### src/rtl/bsg_fifo_to_mmio_regs.sv
// Write-command FIFO to MMIO register file: register writes, doorbell pulses,
// and CMD reads that return one response word through a valid/ready port.
module bsg_fifo_to_mmio_regs #(
  parameter int addr_width_p = 32,
  parameter int data_width_p = 32,
  parameter int num_regs_p   = 8
) (
  input  logic                             clk_i,
  input  logic                             reset_n_i,
  input  logic                             v_i,
  input  logic [addr_width_p-1:0]          addr_i,
  input  logic [data_width_p-1:0]          data_i,
  output logic                             yumi_o,
  output logic                             v_o,
  output logic [data_width_p-1:0]          data_o,
  input  logic                             ready_i,
  output logic [num_regs_p*data_width_p-1:0] regs_o,
  input  logic [data_width_p-1:0]          status_i,
  output logic                             doorbell_o,
  output logic [data_width_p-1:0]          doorbell_data_o
);

  typedef enum logic {IDLE = 1'b0, RESP = 1'b1} state_e;

  state_e state_reg, state_next;

  logic [7:0]  offset;
  logic [3:0]  reg_idx;
  logic        is_cmd, is_db, is_reg, is_err;
  logic        consume;

  logic [15:0][data_width_p-1:0] regs_pad;
  logic [data_width_p-1:0] resp_word;
  logic                    resp_miss;

  logic [7:0]              err_cnt_reg, err_cnt_next;
  logic                    err_inc;
  logic                    v_reg;
  logic [data_width_p-1:0] data_reg;
  logic                    doorbell_reg;
  logic [data_width_p-1:0] doorbell_data_reg;

  // Only the low address byte is decoded; the rest is intentionally ignored.
  logic unused_addr_bits;
  assign unused_addr_bits = ^addr_i;

  assign offset  = addr_i[7:0];
  assign reg_idx = offset[5:2];

  always_comb begin
    is_cmd = (offset == 8'h00);
    is_db  = (offset == 8'h04);
    is_reg = (offset[7:6] == 2'b01) && (offset[1:0] == 2'b00)
             && ({1'b0, reg_idx} < 5'(num_regs_p));
    is_err = !(is_cmd || is_db || is_reg);
  end

  // FSM: state register
  always_ff @(posedge clk_i or negedge reset_n_i) begin
    if (!reset_n_i) state_reg <= IDLE;
    else            state_reg <= state_next;
  end

  // FSM: next state
  always_comb begin
    state_next = state_reg;
    case (state_reg)
      IDLE:    if (consume && is_cmd) state_next = RESP;
      RESP:    if (ready_i)           state_next = IDLE;
      default: state_next = IDLE;
    endcase
  end

  // FSM: outputs; yumi is gated by reset so nothing is taken while held in reset
  always_comb begin
    yumi_o = reset_n_i && v_i && (state_reg == IDLE);
  end

  assign consume = yumi_o;

  always_comb begin
    resp_miss = 1'b0;
    if (data_i[5])
      resp_word = data_width_p'(err_cnt_reg);
    else if (data_i[4])
      resp_word = status_i;
    else if ({1'b0, data_i[3:0]} < 5'(num_regs_p))
      resp_word = regs_pad[data_i[3:0]];
    else begin
      resp_word = data_width_p'(32'hDEADBEEF);
      resp_miss = 1'b1;
    end
  end

  assign err_inc      = consume && (is_err || (is_cmd && resp_miss));
  assign err_cnt_next = (err_inc && (err_cnt_reg != 8'hFF)) ? err_cnt_reg + 8'd1 : err_cnt_reg;

  always_ff @(posedge clk_i or negedge reset_n_i) begin
    if (!reset_n_i) begin
      err_cnt_reg       <= '0;
      v_reg             <= 1'b0;
      data_reg          <= '0;
      doorbell_reg      <= 1'b0;
      doorbell_data_reg <= '0;
    end else begin
      err_cnt_reg  <= err_cnt_next;
      v_reg        <= (state_next == RESP);
      doorbell_reg <= consume && is_db;
      if (consume && is_db)
        doorbell_data_reg <= data_i;
      if (consume && is_cmd)
        data_reg <= resp_word;
      else if ((state_reg == RESP) && ready_i)
        data_reg <= '0;
    end
  end

  assign v_o             = v_reg;
  assign data_o          = data_reg;
  assign doorbell_o      = doorbell_reg;
  assign doorbell_data_o = doorbell_data_reg;

  genvar gi;
  generate
    for (gi = 0; gi < num_regs_p; gi++) begin : g_reg
      logic [data_width_p-1:0] value_reg;

      always_ff @(posedge clk_i or negedge reset_n_i) begin
        if (!reset_n_i)
          value_reg <= '0;
        else if (consume && is_reg && (reg_idx == 4'(gi)))
          value_reg <= data_i;
      end

      assign regs_o[gi*data_width_p +: data_width_p] = value_reg;
      assign regs_pad[gi] = value_reg;
    end

    // Pad the readback mux to 16 entries so any 4-bit selector is in range.
    for (gi = num_regs_p; gi < 16; gi++) begin : g_pad
      assign regs_pad[gi] = '0;
    end
  endgenerate

endmodule
### config.mk
export PLATFORM = sky130hd
export DESIGN_NAME = bsg_fifo_to_mmio_regs
export DESIGN_NICKNAME = d
export VERILOG_FILES = /design/src/rtl/bsg_fifo_to_mmio_regs.sv
export SDC_FILE = /design/constraint.sdc
export NUM_CORES = 1
export LEC_CHECK = 0
export ABC_AREA = 1
export BUFFER_PORTS_ARGS = -buffer_cell sky130_fd_sc_hd__clkbuf_2
export CORE_MARGIN = 8
export CORE_UTILIZATION = 57
export CTS_BUF_LIST = sky130_fd_sc_hd__clkbuf_16
export DETAILED_ROUTE_END_ITERATION = 8
export PLACE_DENSITY = 0.86
export SLEW_MARGIN = 20
export SYNTH_ARGS = -nofsm -noshare
export SYNTH_HDL_FRONTEND = slang
export SYNTH_SLANG_ARGS = --single-unit
### constraint.sdc
create_clock -name clk_i -period 2.47 [get_ports clk_i]
set_input_delay 0.3705 -clock clk_i [delete_from_list [all_inputs] [get_ports clk_i]]
set_output_delay 0.3705 -clock clk_i [all_outputs]
set_load 0.01 [all_outputs]
==> results.txt, run 1 <==
After clock tree synthesis, the repair step resized 0 gates. The post-synthesis instance area is 14900 um2. The most common cell after layout, fill and taps aside is sky130_fd_sc_hd__nand2_1. The flow ran to the end, and the final reports show no timing, DRC or antenna violations. CTS placed an instance of sky130_fd_sc_hd__clkbuf_16 at the clock tree root. The ratio of final minimum period to clock period came out at 0.862. Counting the fill cells in the layout gives 1990. In the routed design, unresolved DRC markers number 0. Leaving out fill and tap cells, the most frequent cells in the layout are sky130_fd_sc_hd__nand2_1 (685), sky130_fd_sc_hd__clkbuf_2 (395), sky130_fd_sc_hd__dfrtp_1 (330), sky130_fd_sc_hd__o21ai_0 (251), sky130_fd_sc_hd__nand3_1 (235). The final setup skew is 0.00905 ns. After detailed routing, the total wire length is 52.8 mm.

The die outline width came out at 178 um. The critical path starts at reset_n_i. The average wire length per cell after detail routing is 20.6 um. Yosys printed 0 warnings. The number of nets handed over by synthesis was 1952. The initial core utilization is 0.576. The worst hold path belongs to the class input port to flop. After floorplanning, the core was divided into 59 placement rows.

The number of hold violations in the final report is 0. The clock-pin slew of the registers on the worst-case setup and hold paths is 0.06 ns. The total I/O pin count came out at 423. The max-slew violation count came out at 0. Power spread over the standard cell area amounts to 627 nW/um2.

The area share of the leading cell type in the synthesized netlist is 0.553. The HPWL after detailed placement came out at 35.3 mm. Setup repair after global routing left no endpoint under its margin. The global-route wire length before repair is 81.4 mm. The post-CTS setup repair buffer count came out at 0. The number of buffers inserted by hold repair at cts is 1.

STA classifies the critical path endpoint as a flop. The TritonCTS clock tree is yes. The synthesized design contains 330 register bits. The required time at the endpoint of the critical path came out at 2.90 ns. The total overflow left after global routing is 0. The number of standard cells in the final layout excluding fillers is 2563.

The number of design-rule violations left by the first detailed-router iteration is 1789. The critical path in this run is classified as input port to flop. Dividing the detail-routed via count by the number of cells gives 5.81.

The endpoint identified for the worst register-to-register timing path is data_o[15]. Max-cap violations in this run came to 0. The number of cells in the design after placement came out at 2501. The worst path needs 2.13 ns of the cycle, external delays included. Counting instances, the worst hold path has a depth of 2. The maximum level of the CTS H-tree came out at 2. The later-pin clock latency in the skew report is 0.50 ns. The cell count after synthesis is 1851. The total via count in the routed design is 14900. The biggest area contributor in the post-synthesis netlist is sky130_fd_sc_hd__dfrtp_1. The last weighted congestion value of the routability-driven placer came out at 0.935. The fmax is 470 MHz. The register with the most flip-flops in the layout has 256 of them. CTS saw 330 sinks. The maximum fanout encountered on the critical timing path is 30. The via count of the first global-routing pass came to 14700. The height of the chip came out at 178 um. The kind of cell adding the most delay to the critical path is compound AO/OA/AOI/OAI gates. The total area of multi-input combinational cells came out at 5850 um2. The signal on the critical path passes through dlygate4sd3_1 -> buf_8 -> nand3_1 -> inv_1 -> a21boi_4 -> nand2_1 -> nand2_1. The final-report setup violation count is 0. The worst slew margin relative to its limit is 0.256. The longest clock path from root to sink contains 3 buffers. The internal reg-to-reg setup slack came out at 0.48 ns. Following the worst setup path forward leads to its endpoint at data_o[15]. The count of TritonRoute iterations in the first routing pass is 5.

The total negative slack for setup checks is 0 ns. The total leakage power is 0.00958 uW. The distinct cell type count of the synthesized netlist is 33. Entering global routing, the biggest net connects 174 pins. The area used by sequential logic in the layout is 8260 um2. In this run the mean area of a mapped cell was 8.07 um2. The floorplan step defined a core boundary enclosing 25900 um2. The net count of the finished layout came out at 2305. The die covers 31600 um2. The delay of the slowest cell on the worst path is 0.89 ns. The critical path arrival is 2.56 ns. The global-route total usage across every layer came out at 0.329. The count of nets left with antenna violations after detail routing is 0. The maximum VDD drop came out at 0.573 mV. The critical path contains buffers and inverters numbering 3 combined. The number of cells on the critical path is 7. The post-synthesis sequential area ratio is 0.553. The quantity of I/O buffers inserted on ports came out at 398. The clock buffer count from CTS came out at 35.

In the final layout, the share of cells above drive strength 1 is 0.226. The most numerous cell type found on the critical path is sky130_fd_sc_hd__nand2_1. The number of antenna violations at the first check in global routing is 1. The worst reg2reg path startpoint is v_o. The signed area change from the synthesized netlist to the final layout is 22.8%. The startpoint type of the worst setup path is an input port. At the pin with the least slew margin, the transition time is 1.11 ns. The number of diodes came out at 0. Among all stages on the critical path, the largest delay is contributed by sky130_fd_sc_hd__a21boi_4.

The number of cells on the worst reg-to-reg path is 6. By area the synthesized netlist is led by sky130_fd_sc_hd__dfrtp_1 (55%), sky130_fd_sc_hd__nand2_1 (17%), sky130_fd_sc_hd__o21ai_0 (8.4%).
## per-layer routing
layer | up-vias | GRT usage | wire [um]
li1 | 6689 | - | -
met3 | 185 | 0.0838 | 6200
met5 | - | 0 | 13
met1 | 6997 | 0.404 | 19100
met2 | 1006 | 0.537 | 24800
met4 | 2 | 0.155 | 2640
## cell families (layout without fill, tap and decap cells)
family | after synthesis | count (layout) | share of synthesized area
AO/OA/AOI/OAI | 294 | 294 | 0.0988
XOR/XNOR | 6 | 6 | 0.00352
adder cells (fa/ha/maj) | 1 | 1 | 0.000838
buffers and inverters | 212 | 589 | 0.0566
flip-flops | 330 | 330 | 0.553
AND/OR/NAND/NOR | 1008 | 1008 | 0.287
## cell type report
type,instances,area share
clock buffer,37,0.0505
clock inverter,24,0.00649
inverter,91,0.0188
multi-input combinational,1309,0.319
sequential,330,0.451
tap,335,0.0229
timing repair buffer,437,0.132
## how the worst min path moves through the flow
stage	startpoint	endpoint	slack (ns)
floorplan	reset_n_i	data_o[0]	0.07
global placement	reset_n_i	g_reg[4].value_reg[6]	0.41
detailed placement	reset_n_i	g_reg[6].value_reg[6]	0.42
CTS	ready_i	v_o	0.09
global route	ready_i	v_o	0.09
finish	ready_i	v_o	0.10
## synth_stat cells, drive strengths merged
master	count
a21oi	2
a21boi	1
nand3	238
inv	91
nor3	1
nand4	11
buf	30
clkbuf	91
nand2	691
o21ai	290
ha	1
or2	2
a31oi	1
nand3b	2
dfrtp	330
xnor2	3
xor2	3
nor2	63
## power breakdown
part | internal [uW] | switching [uW] | total (uW)
clock | 2790 | 2090 | 4880
sequential | 5520 | 113 | 5630
combinational | 306 | 675 | 981
## stage by stage
stage | setup slack [ns] | cell area, um2 | total power (uW) | util | hold slack (ns)
global route | 0.249 | 18300 | 11900 | 0.707 | 0.0880
global placement | 0.396 | 17300 | 6670 | 0.667 | 0.411
finish | 0.342 | 18300 | 11500 | 0.707 | 0.103
floorplan | 0.830 | 14900 | 6190 | - | 0.0749
detailed placement | 0.329 | 17300 | 6700 | 0.667 | 0.416
CTS | 0.373 | 18300 | 11500 | 0.707 | 0.0897
Note: power is estimated with default switching activity, not from simulation.
==> inputs of run 2 (changes only) <==
--- a/config.mk
+++ b/config.mk
@@ -12,6 +12,7 @@
 export CTS_BUF_LIST = sky130_fd_sc_hd__clkbuf_16
 export DETAILED_ROUTE_END_ITERATION = 8
 export PLACE_DENSITY = 0.86
+export REMOVE_ABC_BUFFERS = 1
 export SLEW_MARGIN = 20
 export SYNTH_ARGS = -nofsm -noshare
 export SYNTH_HDL_FRONTEND = slang
==> run 2 against run 1 <==
The flow now finishes with violations (hold timing). Clock skew grew 0.0055 ns. Fmax shrank 0.86%. Critical path depth shrank 2. Via count grew 0.47%. Die area is the same. Non-clock buffer count shrank 8. Power grew 2.5%. Count of clock-buffer cells in the layout is the same. Register-to-register slack lost 0.11 ns. Cell area grew 0.14%. Sequential share of layout area shrank 0.065 points. Critical path type is now flop to primary output. Critical endpoint is now yumi_o. Highest routed layer is now met4.
==> results.txt, run 2 (synthesized netlist as in run 1, its figures left out) <==
TritonCTS built the clock tree. The total via count in the routed design is 14900 (+0.47%). The total die area came out at 31600 um2 (unchanged).

The maximum fanout encountered on the critical timing path is 10 (-67%). The number of antenna violations at the first check in global routing came out at 0 (-1). The height of the chip came out at 178 um (unchanged).

The final setup skew is 0.0146 ns (+0.00550 ns). The number of design rule violations left after detail routing came out at 0 (unchanged). The slew at the pin closest to its max-slew limit came out at 1.22 ns (+0.104 ns).

The part of the total power dissipated in sequential elements is 0.478 (-0.012). The number of design-rule violations left by the first detailed-router iteration was 1637 (-8.5%). The clock share of power is 0.440 (+0.016).

The sum of routed wire length over all layers is 53.2 mm (+0.89%). The max-slew violation count is 0 (unchanged). The internal reg-to-reg setup slack is 0.37 ns (-0.11 ns). The via count of the first global-routing pass came to 14800 (+1.0%).

The maximum VDD drop is 0.527 mV (-8.1%). The number of buffers inserted by hold repair at cts came out at 0 (-1). The signed area change from the synthesized netlist to the final layout came out at 22.9%.

The total leakage power was 0.00958 uW (about the same). The net switching power of the design is 2940 uW (+2.0%). The global-route wire length before repair is 80.9 mm (-0.55%). The last weighted congestion value of the routability-driven placer is 0.864 (-7.6%). The total power divided by cell area came to 642 nW/um2 (+2.3%). The total routed wire length on the met1 layer is 19.1 mm (-0.16%).

The pin count of the biggest net entering global routing came to 142 (-18%). The deepest clock path buffer count came out at 3 (unchanged). The final core utilization is 0.708 (+0.00101). The flip-flop count of the largest register, all copies and words added came out at 256 (unchanged). The clock-pin slew of the registers on the worst-case setup and hold paths came out at 0.06 ns (about the same).

The fmax is 466 MHz (-0.86%). The total negative slack for setup checks was 0 ns (unchanged). The quantity of I/O buffers inserted on ports came out at 398 (unchanged). The internal power component came out at 8840 uW (+2.6%). The placeable core region is 25900 um2 (unchanged).

The detailed-route vias per instance came to 5.85 (+0.71%). STA classifies the critical path startpoint as a flop. The post-cts resize count came to 0 (unchanged).

The relative contribution of combinational cells to total power is 0.083 (-0.002). The length of routed met3 wiring came to 6.31 mm (+1.8%). The run finished, with violations left.

The clock buffer count from CTS is 35 (unchanged). The final-report setup violation count came out at 0 (unchanged). The global-route total usage across every layer came out at 0.329 (about the same). The number of cells in the design after placement came out at 2494 (-0.28%). The fraction of layout cells with a size suffix above 1 came out at 0.228 (+0.00161). The library cell used most frequently in the layout, excluding fill and tap cells, is sky130_fd_sc_hd__nand2_1.

The total I/O pin count came out at 423 (unchanged). The initial core utilization is 0.576 (unchanged). The final reports fail on hold timing. The placement row count is 59 (unchanged). The count of nets left with antenna violations after detail routing is 0 (unchanged). The detailed router used layers up to and including met4. In the layout the commonest cells are sky130_fd_sc_hd__nand2_1 (685), sky130_fd_sc_hd__clkbuf_2 (396), sky130_fd_sc_hd__dfrtp_1 (330), sky130_fd_sc_hd__o21ai_0 (251), sky130_fd_sc_hd__nand3_1 (235). The number of hold violations in the final report came to 38 (+38). Setup repair after global routing left no endpoint under its margin.

The clock period minus worst slack is 2.15 ns (+0.0185 ns). The post-CTS setup repair buffer count came out at 0 (unchanged). The worst slew margin relative to its limit is 0.186 (-0.0696). The maximum level of the CTS H-tree came out at 2 (unchanged). The count of TritonRoute iterations in the first routing pass is 6 (+1). The max-capacitance violation count is 0 (unchanged). The number of standard cells in the final layout excluding fillers was 2557 (-0.23%). The detailed route wirelength on metal2 was 24.3 mm (-1.9%). The total global routing overflow came out at 0 (unchanged). The ratio of final minimum period to clock period came out at 0.869 (+0.00747). The number of clock sinks is 330 (unchanged). The worst hold slack is -0.0294 ns (-0.133 ns).

The later-pin clock latency in the skew report came out at 0.52 ns (+0.02 ns). The critical path arrival came to 1.78 ns (-0.78 ns). The net count of the finished layout came out at 2297 (-0.35%). The cell sitting at the root of the clock tree is a sky130_fd_sc_hd__clkbuf_16. The die outline width is 178 um (unchanged). The required time at the endpoint of the critical path is 2.10 ns (-0.80 ns).

The fraction of power spent switching nets came to 0.249 (-0.00106). The worst setup path category is flop to primary output. The HPWL after detailed placement is 33.1 mm (-6.2%). The average wire length per cell after detail routing was 20.8 um (+1.1%). The worst setup path is captured at a primary output. The kind of path behind the tightest hold check is input port to async pin.
run 2: cell types whose count changed in the layout (fill, tap and decap cells not counted), moves of 2 or more:
cell and change:
sky130_fd_sc_hd__clkinv_2 +4, sky130_fd_sc_hd__bufinv_16 +2, sky130_fd_sc_hd__clkinv_1 -6, sky130_fd_sc_hd__inv_1 -2, sky130_fd_sc_hd__buf_4 -8, sky130_fd_sc_hd__clkinvlp_4 +2
run 2: routing by layer:
layer	vias to the layer above	track usage
li1	6666	-
met1	7006	0.402
met2	1029	0.522
met3	248	0.0857
met4	0	0.193
met5	-	0
run 2: final cells by class:
cell class                      count  area (um2)
Timing Repair Buffer              429        2360
Multi-Input combinational cell   1309        5850
Sequential cell                   330        8260
Fill cell                        1996        7560
Tap cell                          335         419
Antenna cell                        1        2.50
Clock inverter                     25         193
Clock buffer                       37         926
Inverter                           91         344
run 2: power by group through the flow:
| stage | Combinational (uW) | Clock (uW) | Sequential (uW) |
|---|---|---|---|
| 5_1_grt | 1070 | 5420 | 5640 |
| 6_report | 972 | 5180 | 5630 |
| 4_1_cts | 968 | 5200 | 5630 |
| 3_5_place_dp | 960 | 0 | 5720 |
| 2_1_floorplan | 385 | 0 | 5740 |
| 3_3_place_gp | 931 | 0 | 5720 |
run 2: critical path: stages, from the launching register on:
cell and delay (ns):
sky130_fd_sc_hd__dfrtp_1 0.39, sky130_fd_sc_hd__inv_1 0.08, sky130_fd_sc_hd__nand3_1 0.23, sky130_fd_sc_hd__inv_1 0.20, sky130_fd_sc_hd__buf_4 0.20, sky130_fd_sc_hd__clkbuf_2 0.17
run 2: final timing paths:
kind	startpoint	end	cells after the start
max in group asynchronous	reset_n_i	doorbell_data_o[5]	2
min in group clk_i	ready_i	v_o	2
setup reg to reg	v_o	data_o[20]	6
hold reg to reg	doorbell_data_o[3]	doorbell_data_o[3]	2
hold / removal	reset_n_i	g_reg[6].value_reg[2]	2
setup / recovery	v_o	yumi_o	5
run 2: per-stage QoR:
stage | hold WS (ns) | worst slack (ns) | total power [uW] | area (um2)
final | -0.0294 | 0.323 | 11800 | 18400
after floorplan | 0.0749 | -0.485 | 6130 | 14400
after global placement | 0.464 | 0.255 | 6650 | 17200
after global routing | 0.0766 | 0.204 | 12100 | 18400
after detailed placement | 0.469 | 0.185 | 6680 | 17200
after CTS | 0.0524 | 0.313 | 11800 | 18400
==> inputs of run 3 (changes only) <==
==> constraint.sdc (replaced) <==
create_clock -name clk_i -period 2.47 [get_ports clk_i]
set_input_delay 0.3705 -clock clk_i [delete_from_list [all_inputs] [get_ports clk_i]]
set_output_delay 0.3705 -clock clk_i [all_outputs]
set_load 0.005 [all_outputs]
==> run 3 against run 2 <==
The flow still finishes with violations (hold timing). Count of clock-buffer cells in the layout unchanged. Wire length down 1.7%. Power down 2.6%. Largest power group unchanged. Largest cell class unchanged.
==> results.txt, run 3 (synthesized netlist as in run 1, its figures left out) <==
Among the stages of the critical path, the cell type that occurs most often is sky130_fd_sc_hd__inv_1. The flip-flop count of the largest register, all copies and words added was 256 (unchanged). The slew at the pin closest to its max-slew limit came out at 1.20 ns (-0.0144 ns). The number of design rule violations left after detail routing is 0 (unchanged). The number of standard cells in the final layout excluding fillers is 2553 (-0.16%). The worst register-to-register path begins at v_o.

The sum of routed wire length over all layers came out at 52.3 mm (-1.7%). The deepest clock path buffer count is 3 (unchanged). The total I/O pin count came to 423 (unchanged).

The height of the chip came out at 178 um (unchanged). The kind of end point of the critical path is a primary output. The worst setup path is of the flop to primary output kind. TritonCTS built the clock tree. The library cell used most frequently in the layout, excluding fill and tap cells, is sky130_fd_sc_hd__nand2_1.

The fraction of power spent switching nets came out at 0.249 (-0.000283). The number of fillers in the final layout is 2015 (+0.95%). The total via count in the routed design is 14900 (-0.047%).

The quantity of I/O buffers inserted on ports is 398 (unchanged). The placeable core region came out at 25900 um2 (unchanged). The highest metal layer carrying signal wires in the routed design is met4.

The number of design-rule violations left by the first detailed-router iteration came out at 1710 (+4.5%). The maximum VDD drop came out at 0.574 mV (+9.0%). The internal reg-to-reg setup slack came to 0.34 ns (-0.03 ns). The ratio of final minimum period to clock period came to 0.879 (+0.00966). The global-route wire length before repair came out at 80.8 mm (-0.14%). The number of hold violations in the final report came out at 3 (-92%). The critical path arrival is 1.80 ns (+0.02 ns). The clock-pin slew of the registers on the worst-case setup and hold paths is 0.06 ns (about the same).

The final setup skew is 0.0127 ns (-0.00182 ns). The delay of the slowest cell on the worst path is 0.39 ns (about the same). The relative contribution of combinational cells to total power is 0.081 (-0.002). The worst setup timing slack at the placement stage is 0.156 ns (-0.0291 ns).

The clock buffer count from CTS came out at 35 (unchanged). The HPWL after detailed placement was 33.0 mm (-0.36%). The total routed wire length on the met1 layer came out at 18.9 mm (-0.92%). The number of cells in the design after placement is 2495 (+0.040%). The fmax came to 461 MHz (-1.1%).

The total area of multi-input combinational cells is 5850 um2 (unchanged). The required time at the endpoint of the critical path came out at 2.10 ns (about the same). The clock period minus worst slack came out at 2.17 ns (+0.0238 ns).

STA classifies the critical path startpoint as a flop. The total power divided by cell area came out at 627 nW/um2 (-2.3%). The net count of the finished layout came out at 2298 (+0.044%).

The final critical-path setup slack came out at 0.300 ns (-0.0238 ns). The count of nets left with antenna violations after detail routing is 0 (unchanged). The final-report setup violation count came out at 0 (unchanged). The number of diodes came to 0 (-1). The number of antenna violations at the first check in global routing came to 0 (unchanged). The count of TritonRoute iterations in the first routing pass came out at 6 (unchanged).

The detailed-route vias per instance came out at 5.85 (+0.11%). The number of buffers inserted by hold repair at cts is 0 (unchanged). The signal on the critical path passes through inv_1 -> nand3_1 -> inv_1 -> buf_4 -> clkbuf_2. The path class of the tightest hold or removal check is input port to async pin. The post-cts resize count is 0 (unchanged). The post-route total power is 11500 uW (-2.6%). The initial core utilization is 0.576 (unchanged). The global-route total usage across every layer came out at 0.327 (-0.00241). The clock share of power came out at 0.428 (-0.012). The last weighted congestion value of the routability-driven placer came out at 0.863 (about the same).

The average wire length per cell after detail routing came out at 20.5 um (-1.5%). The max-capacitance violation count came out at 0 (unchanged). The final core utilization came to 0.706 (-0.00227). The total leakage power came out at 0.00955 uW (-0.24%). The tree is rooted in a sky130_fd_sc_hd__clkbuf_16.

The post-CTS setup repair buffer count came out at 0 (unchanged). In the layout the commonest cells are sky130_fd_sc_hd__nand2_1 (685), sky130_fd_sc_hd__clkbuf_2 (396), sky130_fd_sc_hd__dfrtp_1 (330), sky130_fd_sc_hd__o21ai_0 (251), sky130_fd_sc_hd__nand3_1 (235). The net switching power of the design came out at 2860 uW (-2.7%). The detailed route wirelength on metal2 was 24.1 mm (-1.1%).

The fraction of layout cells with a size suffix above 1 came out at 0.225 (-0.00240). The pin count of the biggest net entering global routing is 142 (unchanged). The flow ran to the end, but the final reports show violations.

The placement row count is 59 (unchanged). The via count of the first global-routing pass came out at 14800 (-0.061%). The number of clock sinks came out at 330 (unchanged).

The total global routing overflow was 0 (unchanged). The endpoint of the worst-slack reg-to-reg timing path is data_o[19]. The slowest stage of the critical path is the sky130_fd_sc_hd__dfrtp_1 cell. The worst hold slack is -0.0106 ns (+0.0188 ns). The cell depth of the worst flop-to-flop path was 6 (unchanged). The later-pin clock latency in the skew report came out at 0.51 ns (about the same). The checks that failed: hold timing. The length of routed met3 wiring came to 6.04 mm (-4.2%). Setup repair after global routing left no endpoint under its margin. The internal power component is 8610 uW (-2.6%).

The part of the total power dissipated in sequential elements came out at 0.491 (+0.013). The area used by sequential logic in the layout came out at 8260 um2 (unchanged). The die outline width came out at 178 um (unchanged).

The worst slew margin relative to its limit was 0.196 (+0.00965). The signed area change from the synthesized netlist to the final layout is 22.5%. The maximum level of the CTS H-tree is 2 (unchanged). The max-slew violation count came to 0 (unchanged).

The total die area came to 31600 um2 (unchanged). The maximum fanout encountered on the critical timing path came to 10 (unchanged).
## run 3: cell count changes in the layout (fill, tap and decap cells not counted)
| cell | previous run | this run |
|---|---|---|
| sky130_fd_sc_hd__inv_1 | 90 | 92 |
| sky130_fd_sc_hd__diode_2 | 1 | 0 |
| sky130_fd_sc_hd__inv_6 | 1 | 0 |
| sky130_fd_sc_hd__bufinv_16 | 3 | 1 |
| sky130_fd_sc_hd__clkinv_1 | 8 | 9 |
| sky130_fd_sc_hd__buf_12 | 10 | 11 |
| sky130_fd_sc_hd__clkinv_4 | 0 | 1 |
| sky130_fd_sc_hd__clkinv_2 | 6 | 2 |
| sky130_fd_sc_hd__clkinvlp_4 | 2 | 1 |
## run 3: power groups by stage
stage	clock (uW)	combinational, uW	sequential (uW)
detailed placement	0	926	5720
CTS	4940	934	5630
finish	4900	934	5630
global placement	0	899	5720
floorplan	0	385	5710
global route	5140	1040	5640
## run 3: how the worst max path moves through the flow
stage | startpoint | slack (ns) | end | cells after the start
global placement | addr_i[4] | 0.22 | data_o[29] | 9
finish | v_o | 0.30 | yumi_o | 5
CTS | v_o | 0.31 | yumi_o | 5
detailed placement | addr_i[4] | 0.16 | data_o[14] | 9
global route | v_o | 0.22 | yumi_o | 5
floorplan | data_i[0] | -0.49 | data_o[4] | 8
## run 3: final cells by class
cell class	instances	share of cell area
Clock buffer	37	0.0506
Clock inverter	21	0.00636
Inverter	91	0.0188
Multi-Input combinational cell	1309	0.320
Sequential cell	330	0.451
Tap cell	335	0.0229
Timing Repair Buffer	430	0.130
## run 3: critical path: cells and delay by family, from the launching register on
kind	cells	cell delay (ns)
buffers and inverters	4	0.64
DFF	1	0.39
and+or+nand+nor	1	0.25
## run 3: metrics by stage
stage | setup TNS [ns] | cell area [um2]
finish | 0 | 18300
global placement | 0 | 17300
detailed placement | 0 | 17300
global route | 0 | 18300
floorplan | -12.23 | 14400
CTS | 0 | 18300
## run 3: per-layer routing
layer / vias to the layer above / GRT usage
met4: 0 / 0.200
li1: 6662 / -
met5: - / 0
met2: 1017 / 0.516
met1: 7037 / 0.403
met3: 226 / 0.0770
